===== src/rtl/mem_responder.sv =====
// -----------------------------------------------------------------------------
// mem_responder
//
// Memory-side responder for the multicycle RISC-V core. It serves the core's
// unified instruction/data port with combinational reads and synchronous word
// writes. It also decodes a 256-byte MMIO window holding GPIO_OUT, GPIO_IN, a
// free-running TIMER and a STATUS word. A byte-stream boot loader fills RAM
// while it holds the core in reset, and then releases the core.
//
// Parameters:
//   MEM_WORDS  RAM depth in 32-bit words (power of two, 4..1024)
//   MMIO_BASE  base address of the 256-byte MMIO window
//
// Ports:
//   clk         system clock, rising edge
//   reset       asynchronous, active-high reset
//   adr         byte address from the core (adr[1:0] ignored)
//   writedata   store data from the core
//   memwrite    store strobe from the core (honoured only once running)
//   readdata    load/fetch data to the core, combinational from adr
//   ld_valid    loader byte valid
//   ld_byte     loader byte
//   ld_ready    loader can accept a byte this cycle
//   ld_done     load finished, core running
//   core_reset  reset to the core, high until the load finishes
//   gpio_in     external input pins
//   gpio_out    external output register
// -----------------------------------------------------------------------------
module mem_responder #(
  parameter int          MEM_WORDS = 64,
  parameter logic [31:0] MMIO_BASE = 32'hFFFF_FF00
) (
  input  logic        clk,
  input  logic        reset,
  input  logic [31:0] adr,
  input  logic [31:0] writedata,
  input  logic        memwrite,
  output logic [31:0] readdata,
  input  logic        ld_valid,
  input  logic [7:0]  ld_byte,
  output logic        ld_ready,
  output logic        ld_done,
  output logic        core_reset,
  input  logic [7:0]  gpio_in,
  output logic [7:0]  gpio_out
);

  localparam int AW = $clog2(MEM_WORDS);

  // MMIO register offsets, compared on adr[7:2] because the low two
  // address bits never take part in decoding.
  localparam logic [5:0] OFF_GPIO_OUT = 6'h00;
  localparam logic [5:0] OFF_GPIO_IN  = 6'h01;
  localparam logic [5:0] OFF_TIMER    = 6'h02;
  localparam logic [5:0] OFF_STATUS   = 6'h03;

  typedef enum logic [1:0] {
    ST_LEN  = 2'd0,
    ST_DATA = 2'd1,
    ST_RUN  = 2'd2
  } state_t;

  // ---------------------------------------------------------------------------
  // State
  // ---------------------------------------------------------------------------
  state_t      state_q,      state_d;
  logic [7:0]  n_q,          n_d;          // number of words to load
  logic [7:0]  count_q,      count_d;      // words assembled so far
  logic [1:0]  phase_q,      phase_d;      // byte position within a word
  logic [23:0] asm_q,        asm_d;        // first three bytes of a word
  logic [7:0]  gpio_out_q,   gpio_out_d;
  logic [31:0] timer_q,      timer_d;
  logic        ld_ready_q,   ld_ready_d;
  logic        ld_done_q,    ld_done_d;
  logic        core_reset_q, core_reset_d;

  // RAM is not reset; contents survive a reset so an aborted load leaves
  // whatever words it already completed.
  logic [31:0] ram [MEM_WORDS];

  // ---------------------------------------------------------------------------
  // Address decode
  // ---------------------------------------------------------------------------
  logic          mmio_hit;
  logic [5:0]    mmio_off;
  logic [AW-1:0] ram_idx;
  logic          unused_adr;

  assign mmio_hit   = (adr[31:8] == MMIO_BASE[31:8]);
  assign mmio_off   = adr[7:2];
  assign ram_idx    = adr[AW+1:2];
  assign unused_adr = ^adr[1:0];

  // ---------------------------------------------------------------------------
  // Combinational read path (valid in every loader state)
  // ---------------------------------------------------------------------------
  always_comb begin
    readdata = 32'h0;
    if (mmio_hit) begin
      case (mmio_off)
        OFF_GPIO_OUT: readdata = {24'h0, gpio_out_q};
        OFF_GPIO_IN:  readdata = {24'h0, gpio_in};
        OFF_TIMER:    readdata = timer_q;
        OFF_STATUS:   readdata = {31'h0, ld_done_q};
        default:      readdata = 32'h0;
      endcase
    end else begin
      readdata = ram[ram_idx];
    end
  end

  // ---------------------------------------------------------------------------
  // Next-state logic: loader FSM, MMIO registers, RAM write port selection
  // ---------------------------------------------------------------------------
  logic          ld_ack;
  logic          core_we;
  logic          ld_wr;
  logic [31:0]   ld_word;
  logic [AW-1:0] ld_idx;
  logic          ram_we;
  logic [AW-1:0] ram_waddr;
  logic [31:0]   ram_wdata;

  // A byte is taken only while ld_ready is high, so ld_valid in RUN is inert.
  assign ld_ack  = ld_valid & ld_ready_q;
  // Core stores are blocked until the loader has released the core.
  assign core_we = memwrite & (state_q == ST_RUN);
  assign ld_idx  = AW'(count_q);

  always_comb begin
    state_d    = state_q;
    n_d        = n_q;
    count_d    = count_q;
    phase_d    = phase_q;
    asm_d      = asm_q;
    gpio_out_d = gpio_out_q;
    timer_d    = timer_q;
    ld_wr      = 1'b0;
    ld_word    = {ld_byte, asm_q};

    case (state_q)
      ST_LEN: begin
        if (ld_ack) begin
          n_d     = ld_byte;
          count_d = 8'd0;
          phase_d = 2'd0;
          state_d = (ld_byte == 8'd0) ? ST_RUN : ST_DATA;
        end
      end

      ST_DATA: begin
        if (ld_ack) begin
          phase_d = phase_q + 2'd1;
          case (phase_q)
            2'd0: asm_d[7:0]   = ld_byte;
            2'd1: asm_d[15:8]  = ld_byte;
            2'd2: asm_d[23:16] = ld_byte;
            default: begin
              // Fourth byte completes the word. Words beyond the RAM depth
              // are counted but dropped rather than aliased onto low words.
              ld_wr   = (int'(count_q) < MEM_WORDS);
              count_d = count_q + 8'd1;
              if ((count_q + 8'd1) == n_q) begin
                state_d = ST_RUN;
              end
            end
          endcase
        end
      end

      ST_RUN: begin
        timer_d = timer_q + 32'd1;
        if (core_we && mmio_hit) begin
          if (mmio_off == OFF_GPIO_OUT) begin
            gpio_out_d = writedata[7:0];
          end
          // A store to TIMER wins over this cycle's increment.
          if (mmio_off == OFF_TIMER) begin
            timer_d = writedata;
          end
        end
      end

      default: state_d = ST_LEN;
    endcase

    // Loader outputs are registered and follow the next state, so they change
    // on the same edge that the FSM changes state.
    ld_ready_d   = (state_d != ST_RUN);
    ld_done_d    = (state_d == ST_RUN);
    core_reset_d = (state_d != ST_RUN);
  end

  // Loader and core never write in the same cycle: the loader writes only in
  // DATA and the core only in RUN.
  always_comb begin
    ram_we    = ld_wr | (core_we & ~mmio_hit);
    ram_waddr = ld_wr ? ld_idx  : ram_idx;
    ram_wdata = ld_wr ? ld_word : writedata;
  end

  // ---------------------------------------------------------------------------
  // Registers
  // ---------------------------------------------------------------------------
  always_ff @(posedge clk or posedge reset) begin
    if (reset) begin
      state_q      <= ST_LEN;
      n_q          <= 8'd0;
      count_q      <= 8'd0;
      phase_q      <= 2'd0;
      asm_q        <= 24'd0;
      gpio_out_q   <= 8'd0;
      timer_q      <= 32'd0;
      ld_ready_q   <= 1'b1;
      ld_done_q    <= 1'b0;
      core_reset_q <= 1'b1;
    end else begin
      state_q      <= state_d;
      n_q          <= n_d;
      count_q      <= count_d;
      phase_q      <= phase_d;
      asm_q        <= asm_d;
      gpio_out_q   <= gpio_out_d;
      timer_q      <= timer_d;
      ld_ready_q   <= ld_ready_d;
      ld_done_q    <= ld_done_d;
      core_reset_q <= core_reset_d;
    end
  end

  always_ff @(posedge clk) begin
    if (ram_we) begin
      ram[ram_waddr] <= ram_wdata;
    end
  end

  assign ld_ready   = ld_ready_q;
  assign ld_done    = ld_done_q;
  assign core_reset = core_reset_q;
  assign gpio_out   = gpio_out_q;

endmodule


===== config.mk =====
export PLATFORM = sky130hd
export DESIGN_NAME = mem_responder
export DESIGN_NICKNAME = d
export VERILOG_FILES = /design/src/rtl/mem_responder.sv
export SDC_FILE = /design/constraint.sdc
export NUM_CORES = 2
export LEC_CHECK = 0
export ABC_AREA = 1
export BUFFER_PORTS_ARGS = -buffer_cell sky130_fd_sc_hd__buf_2
export CORE_UTILIZATION = 55
export DETAILED_ROUTE_END_ITERATION = 8
export HOLD_SLACK_MARGIN = 0.1
export PLACE_DENSITY = 0.71
export SYNTH_ARGS = -nofsm -noshare
export SYNTH_HDL_FRONTEND = slang
export SYNTH_SLANG_ARGS = --single-unit

===== constraint.sdc =====
create_clock -name clk -period 6.35 [get_ports clk]
set_clock_uncertainty 0.1 [all_clocks]
set_input_delay 0.3175 -clock clk [delete_from_list [all_inputs] [get_ports clk]]
set_output_delay 0.3175 -clock clk [all_outputs]
set_load 0.01 [all_outputs]

* After elaboration in Yosys (flattened, before gate mapping)
Memory sizes are Yosys's and may differ from the RTL's.
Index checks and enable logic that the tools add are counted.
** Storage, ports and cells
- Flip-flop bits (word level) :: 86
- RAM bits :: 2048
- Word-level logic and storage cells :: 73
- Memories kept :: 1
** Cells by class
- Add/subtract/negate cells :: 3
- $lt $le $gt $ge :: 1
- Equal/unequal tests :: 14
- Muxes and demuxes :: 24
- Bitwise logic cells :: 5
- Reduce and logical (&&, ||, !) cells :: 14
** Memories
- ram :: words 64, bits a word 32, rd ports 1, clocked after memory_dff 0, write ports 1, line 79 : logic [31:0] ram [MEM_WORDS];
** Operator list (count)
- $mux W32 :: 4
- $pmux W32 S4 :: 1
- $add A32 B1 Y32 const B :: 1
- $eq A24 B24 Y1 const B :: 1
- $mux W8 :: 3
- $pmux W8 S2 :: 1
- $reduce_and A3 Y1 :: 5
- $mux W2 :: 7
- $eq A6 B2 Y1 const B :: 2
- $add A8 B1 Y8 const B :: 1
- $eq A8 B8 Y1 :: 1
- $logic_not A8 Y1 :: 1
- $lt A8 B7 Y1 const B :: 1
- $ne A2 B2 Y1 const B :: 4
- $eq A2 B2 Y1 const B :: 3
- $eq A6 B1 Y1 const B :: 1
- $logic_not A6 Y1 :: 1
- $mux W6 :: 1
- $pmux W2 S3 :: 1
- $mux W1 :: 5
- $eq A2 B1 Y1 const B :: 2
- $logic_not A2 Y1 :: 2
- $pmux W2 S2 :: 1
- $reduce_and A4 Y1 :: 1
- 8 further kinds :: 10

* Logic depth before layout (Yosys ltp)
- Depth after elaboration :: 8
- Gate-level depth with buffers :: 18
- Gate-level depth less buffers :: 15

* Worst setup path after synthesis
No wires, ideal clock.
- Path type :: register to register
- Start :: reg, netlist name core_reset
- End :: mem ram[0][29], data pin
- Arrival :: 4209 ps
- Path slack :: 1339 ps
- Stages on the path, launching flop included :: 8
- Buffers on the path :: 3
- Cell sequence :: dfstp_2 -> nand2_1 -> nor3_4 -> nand3_2 -> buf_2 -> buf_2 -> clkbuf_1 -> o21ai_0
** RTL lines (line)
- end, declared :: 79

* Final worst setup path
- Start :: in adr[12]
- End :: mem ram[9][20] (enable)
** On the way
- Longest elaborated chain between the ends :: 6
** Ends and longest elaborated chain
- start, declared :: line 35 : input logic [31:0] adr,
- $eq A24 B24 Y1 :: line 89 : assign mmio_hit = (adr[31:8] == MMIO_BASE[31:8]);
- $not A1 Y1 :: line 197 : ram_we = ld_wr | (core_we & ~mmio_hit);
- $and A1 B1 Y1 :: line 197
- $or A1 B1 Y1 :: line 197
- $mux W1 :: line 232 : if (ram_we) begin
- $mux W1 (not written as such) :: line 233 : ram[ram_waddr] <= ram_wdata;
Every way passes these cells.

==> impl_results.rst <==
.. list-table::
   :header-rows: 1

   * - Metric
     - Value
   * - Peak VDD IR
     - between 200 and 300 uV
   * - Dominant cell type by area after synthesis
     - edfxtp_1
   * - Instance count on the critical path
     - 11
   * - Number of global-route vias before repair
     - 56972
   * - Pre-CTS worst setup slack
     - 1810 ps
   * - Hold WC Path Type
     - primary input to flop
   * - Result of the run
     - completed
   * - Leakage power
     - about 36 nW
   * - Fraction of registers with async set or reset after synthesis
     - between 4 and 5%
   * - Cell with the most instances on the worst path
     - dlygate4sd3_1
   * - Number of instances in the synthesized netlist
     - between 7000 and 8000
   * - Number of port buffers
     - roughly 120
   * - Via count of the routed design
     - 60463
   * - Drt pass-1 iters
     - 5
   * - Placed Instances
     - about 9600
   * - Clock Latency Late Sink
     - 830 ps
   * - Total number of yosys warnings
     - 0
   * - Worst-case headroom to the max-slew limit
     - 5.53%
   * - Final number of setup-violating endpoints
     - 0
   * - Placeable core region
     - about 0.16 sq mm
   * - Most used flip-flop cell after synthesis
     - edfxtp_1
   * - Setup TNS Final
     - 0 ps
   * - Worst reg-to-reg setup slack
     - between 1500 and 2000 ps
   * - Buffer depth of the longest clock path
     - 3
   * - Endpoints failing hold
     - 0
   * - End of the critical path
     - ram[9][20]$_DFFE_PP_
   * - Htree depth
     - 4
   * - Achievable frequency
     - between 0.2 and 0.25 GHz
   * - Most area-consuming cells after synthesis
     - edfxtp_1 (71%), nand2_1 (14%), nand3_1 (3.2%), dfrtp_1 (2.4%), nand4_1 (2.4%)
   * - Endpoint of the worst register-to-register path
     - ram[27][4]$_DFFE_PP_
   * - Total CTS buffers
     - ~200
   * - Number of enable-type register cells in the synthesized netlist
     - slightly above 2000
   * - Pin count of the biggest net entering global routing
     - 170
   * - Final critical-path share of the clock period
     - between 70% and 80%
   * - Stage delay of the slowest cell on the critical path
     - 960 ps
   * - Fraction of layout cells with a size suffix above 1
     - approximately 8.8%
   * - Cell area after placement
     - around 0.091 sq mm
   * - Most repeated cell in the gate-level netlist after synthesis
     - nand2_1
   * - Number of buffers inserted by post-CTS setup repair
     - 0
   * - Mean instance size in the synthesized netlist
     - 11.4 sq um
   * - DIE HEIGHT
     - ~400 um
   * - Crit path setup slack, layout
     - about 1600 ps
   * - Total count of max-transition violations in the final report
     - 0
   * - Sequential fraction of the synthesis area
     - between 70% and 80%
   * - Area of the die
     - roughly 0.16 sq mm
   * - Number of DRC markers in iteration 0
     - between 7000 and 8000
   * - Critical Path RT
     - 6770 ps
   * - Via/cell ratio
     - between 6 and 7
   * - Most used standard cells in the synthesized netlist
     - nand2_1 (3230), edfxtp_1 (2048), nand3_1 (554)
   * - Post-synth design cell area
     - 0.0872 sq mm
   * - Post-layout instance area
     - between 0.09 and 0.1 sq mm
   * - Number of clock sinks seen by CTS
     - roughly 2100
   * - CP cell instances
     - dlygate4sd3_1 -> buf_2 -> nand4_1 -> dlygate4sd3_1 -> nor2_1 -> nand3_1 -> inv_2 -> o21ai_2 -> nand3_2 -> nor2_4 -> buf_4
   * - # IOs
     - about 130
   * - FF-to-FF path depth
     - 7
   * - Top fanout value on the critical path
     - 22
   * - Number of nets still failing antenna checks after routing
     - 0
   * - Syn Nets
     - 7765
   * - Final critical path time including I/O delays and setup
     - between 4000 and 5000 ps
   * - Initial antenna violation count
     - 4
   * - Number of remaining DRC errors
     - 0
   * - Clock slew at the register clock pins of the worst setup and hold paths
     - around 60 ps
   * - Area share of the leading cell type in the synthesized netlist
     - 70.5%
   * - Number of synthesized register bits
     - roughly 2100
   * - Buffer type at the clock tree root
     - clkbuf_16
   * - Routed len/inst
     - ~26 um
   * - Weighted congestion at the end of routability-driven global placement
     - approximately 0.93
   * - Count of max-cap constraint violations
     - 0
   * - Area Overhead vs Synth
     - 12.1%
   * - Chip width
     - roughly 400 um
   * - Buffer and inverter count on the worst path
     - 5
   * - Final Instance Count excl. Fillers
     - ~10000
   * - Actual slew at the worst max-slew pin
     - ~1400 ps
   * - Clock tree from TritonCTS
     - done
   * - Launching element of the worst setup path
     - adr[12]
   * - Areal power density over the cells
     - 324 mW/mm^2
   * - Detailed Place HPWL
     - between 100 and 150 mm
   * - Number of fillers in the final layout
     - 11794
   * - Crit path max-delay cell type
     - nor2_4
   * - CP endpoint kind
     - flop
   * - Initial cell density of the core
     - 55.6%
   * - Wire length after detailed routing
     - 259 mm
   * - Number of rows in the core area
     - ~150
   * - Distinct cell type count after synthesis
     - 44
   * - Unrepaired setup endpoints after global routing
     - no
   * - Number of nets in the finished design
     - between 7000 and 8000
   * - Crit path DAT
     - roughly 5200 ps
   * - GR Overflow Total
     - 0
   * - Combined global-route utilization of all metal layers
     - roughly a third
   * - Startpoint-to-endpoint class of the critical path
     - primary input to flop
   * - Sort of element at the start of the critical path
     - primary input
   * - Cell family contributing the most delay on the critical path
     - simple AND/OR/NAND/NOR gates
   * - Reg-to-reg critical path startpoint
     - core_reset$_DFF_PP1_
   * - Global-route wire length before repair
     - around 380 mm
[where the power goes]
| part | internal (mW) | total (mW) | switching (mW) |
|---|---|---|---|
| logic | 0.711 | 3.48 | 2.77 |
| clock network | 6.55 | 11.7 | 5.12 |
| registers | 16.3 | 16.5 | 0.171 |
| total | 23.6 | 31.6 | 8.06 |
[metrics by stage]
| stage | hold WS, ps | total power [mW] | utilization, % |
|---|---|---|---|
| after floorplan | 338 | 18.6 | - |
| after global placement | 239 | 20.0 | 58.0 |
| after detailed placement | 248 | 20.1 | 58.0 |
| after CTS | 112 | 31.6 | 62.3 |
| after global routing | 171 | 32.4 | 62.4 |
| final | 151 | 31.6 | 62.4 |
[layout make-up]
class	count	area, sq um	area share [%]
antenna	1	2.50	0.00256
clock buffer	261	5470	5.59
clock inverter	99	818	0.837
inverter	256	992	1.02
multi-input combinational	4878	21600	22.1
sequential	2134	63700	65.1
tap	2058	2570	2.63
timing repair buffer	345	2680	2.74
[worst min path at each step]
stage,start,end,slack (ps),depth (start not counted)
floorplan,ld_byte[1],n_q[1]$_DFFE_PP0P_,340,2
global placement,reset,state_q[1]$_DFF_PP0_,240,2
detailed placement,reset,state_q[0]$_DFF_PP0_,250,2
CTS,adr[26],timer_q[4]$_DFFE_PP0N_,110,7
global route,writedata[5],timer_q[5]$_DFFE_PP0N_,170,4
finish,adr[26],timer_q[4]$_DFFE_PP0N_,150,7
[state kept, by name, summed over array words and instances (netlist names)]
signal	flops
timer_q	32
ram	2048
core_reset	1
ld_done	1
phase_q	2
state_q	2
gpio_out	8
asm_q	24
n_q	8
count_q	8
[worst register-to-register path: stages (launching register included)]
cell and delay (ps):
dfstp_2 540, nand2_1 140, nor3_4 300, nand3_4 450, o21ai_1 540, nand3_1 760, nor2_4 1000, buf_4 390
[layer usage]
| metal | part of all wire [%] | GRT usage (%) |
|---|---|---|
| met2 | 46 | 49.9 |
| met3 | 12 | 6.15 |
| met5 | 0.0050 | 0 |
| met4 | 5.4 | 16.4 |
| met1 | 37 | 42.9 |
[kinds of logic after synthesis]
kind of cell,count (synthesis),synth area share (%)
compound gates,362,2.19
xor+xnor,9,0.0904
fa+ha+maj,6,0.0861
buf+inv,663,3.13
flops,2134,73.0
mux,16,0.207
simple gates,4485,21.3
[layout by cell type, fill, tap and decap left out, drive strengths merged, types with 3 or more instances in the layout]
cell         count
o221ai           4
nand3b           9
clkinvlp         4
mux2            16
xnor2            3
o211ai          14
nor3            26
o21ai          100
xor2             6
dfrtp           85
nor2           310
bufinv          13
or2              8
a22oi            4
clkinv          82
dlygate4sd3     50
ha               6
buf            295
clkbuf         261
inv            256
nand4          330
o22ai            9
nand3          565
a21oi          228
edfxtp        2048
nand2         3231
[timing repair]
action / in CTS / in global routing
endpoints found under the hold margin: 244 / 0
hold buffers: 50 / 0
resized for setup: 0 / 0
No activity file was read; power rests on OpenSTA's default activity.
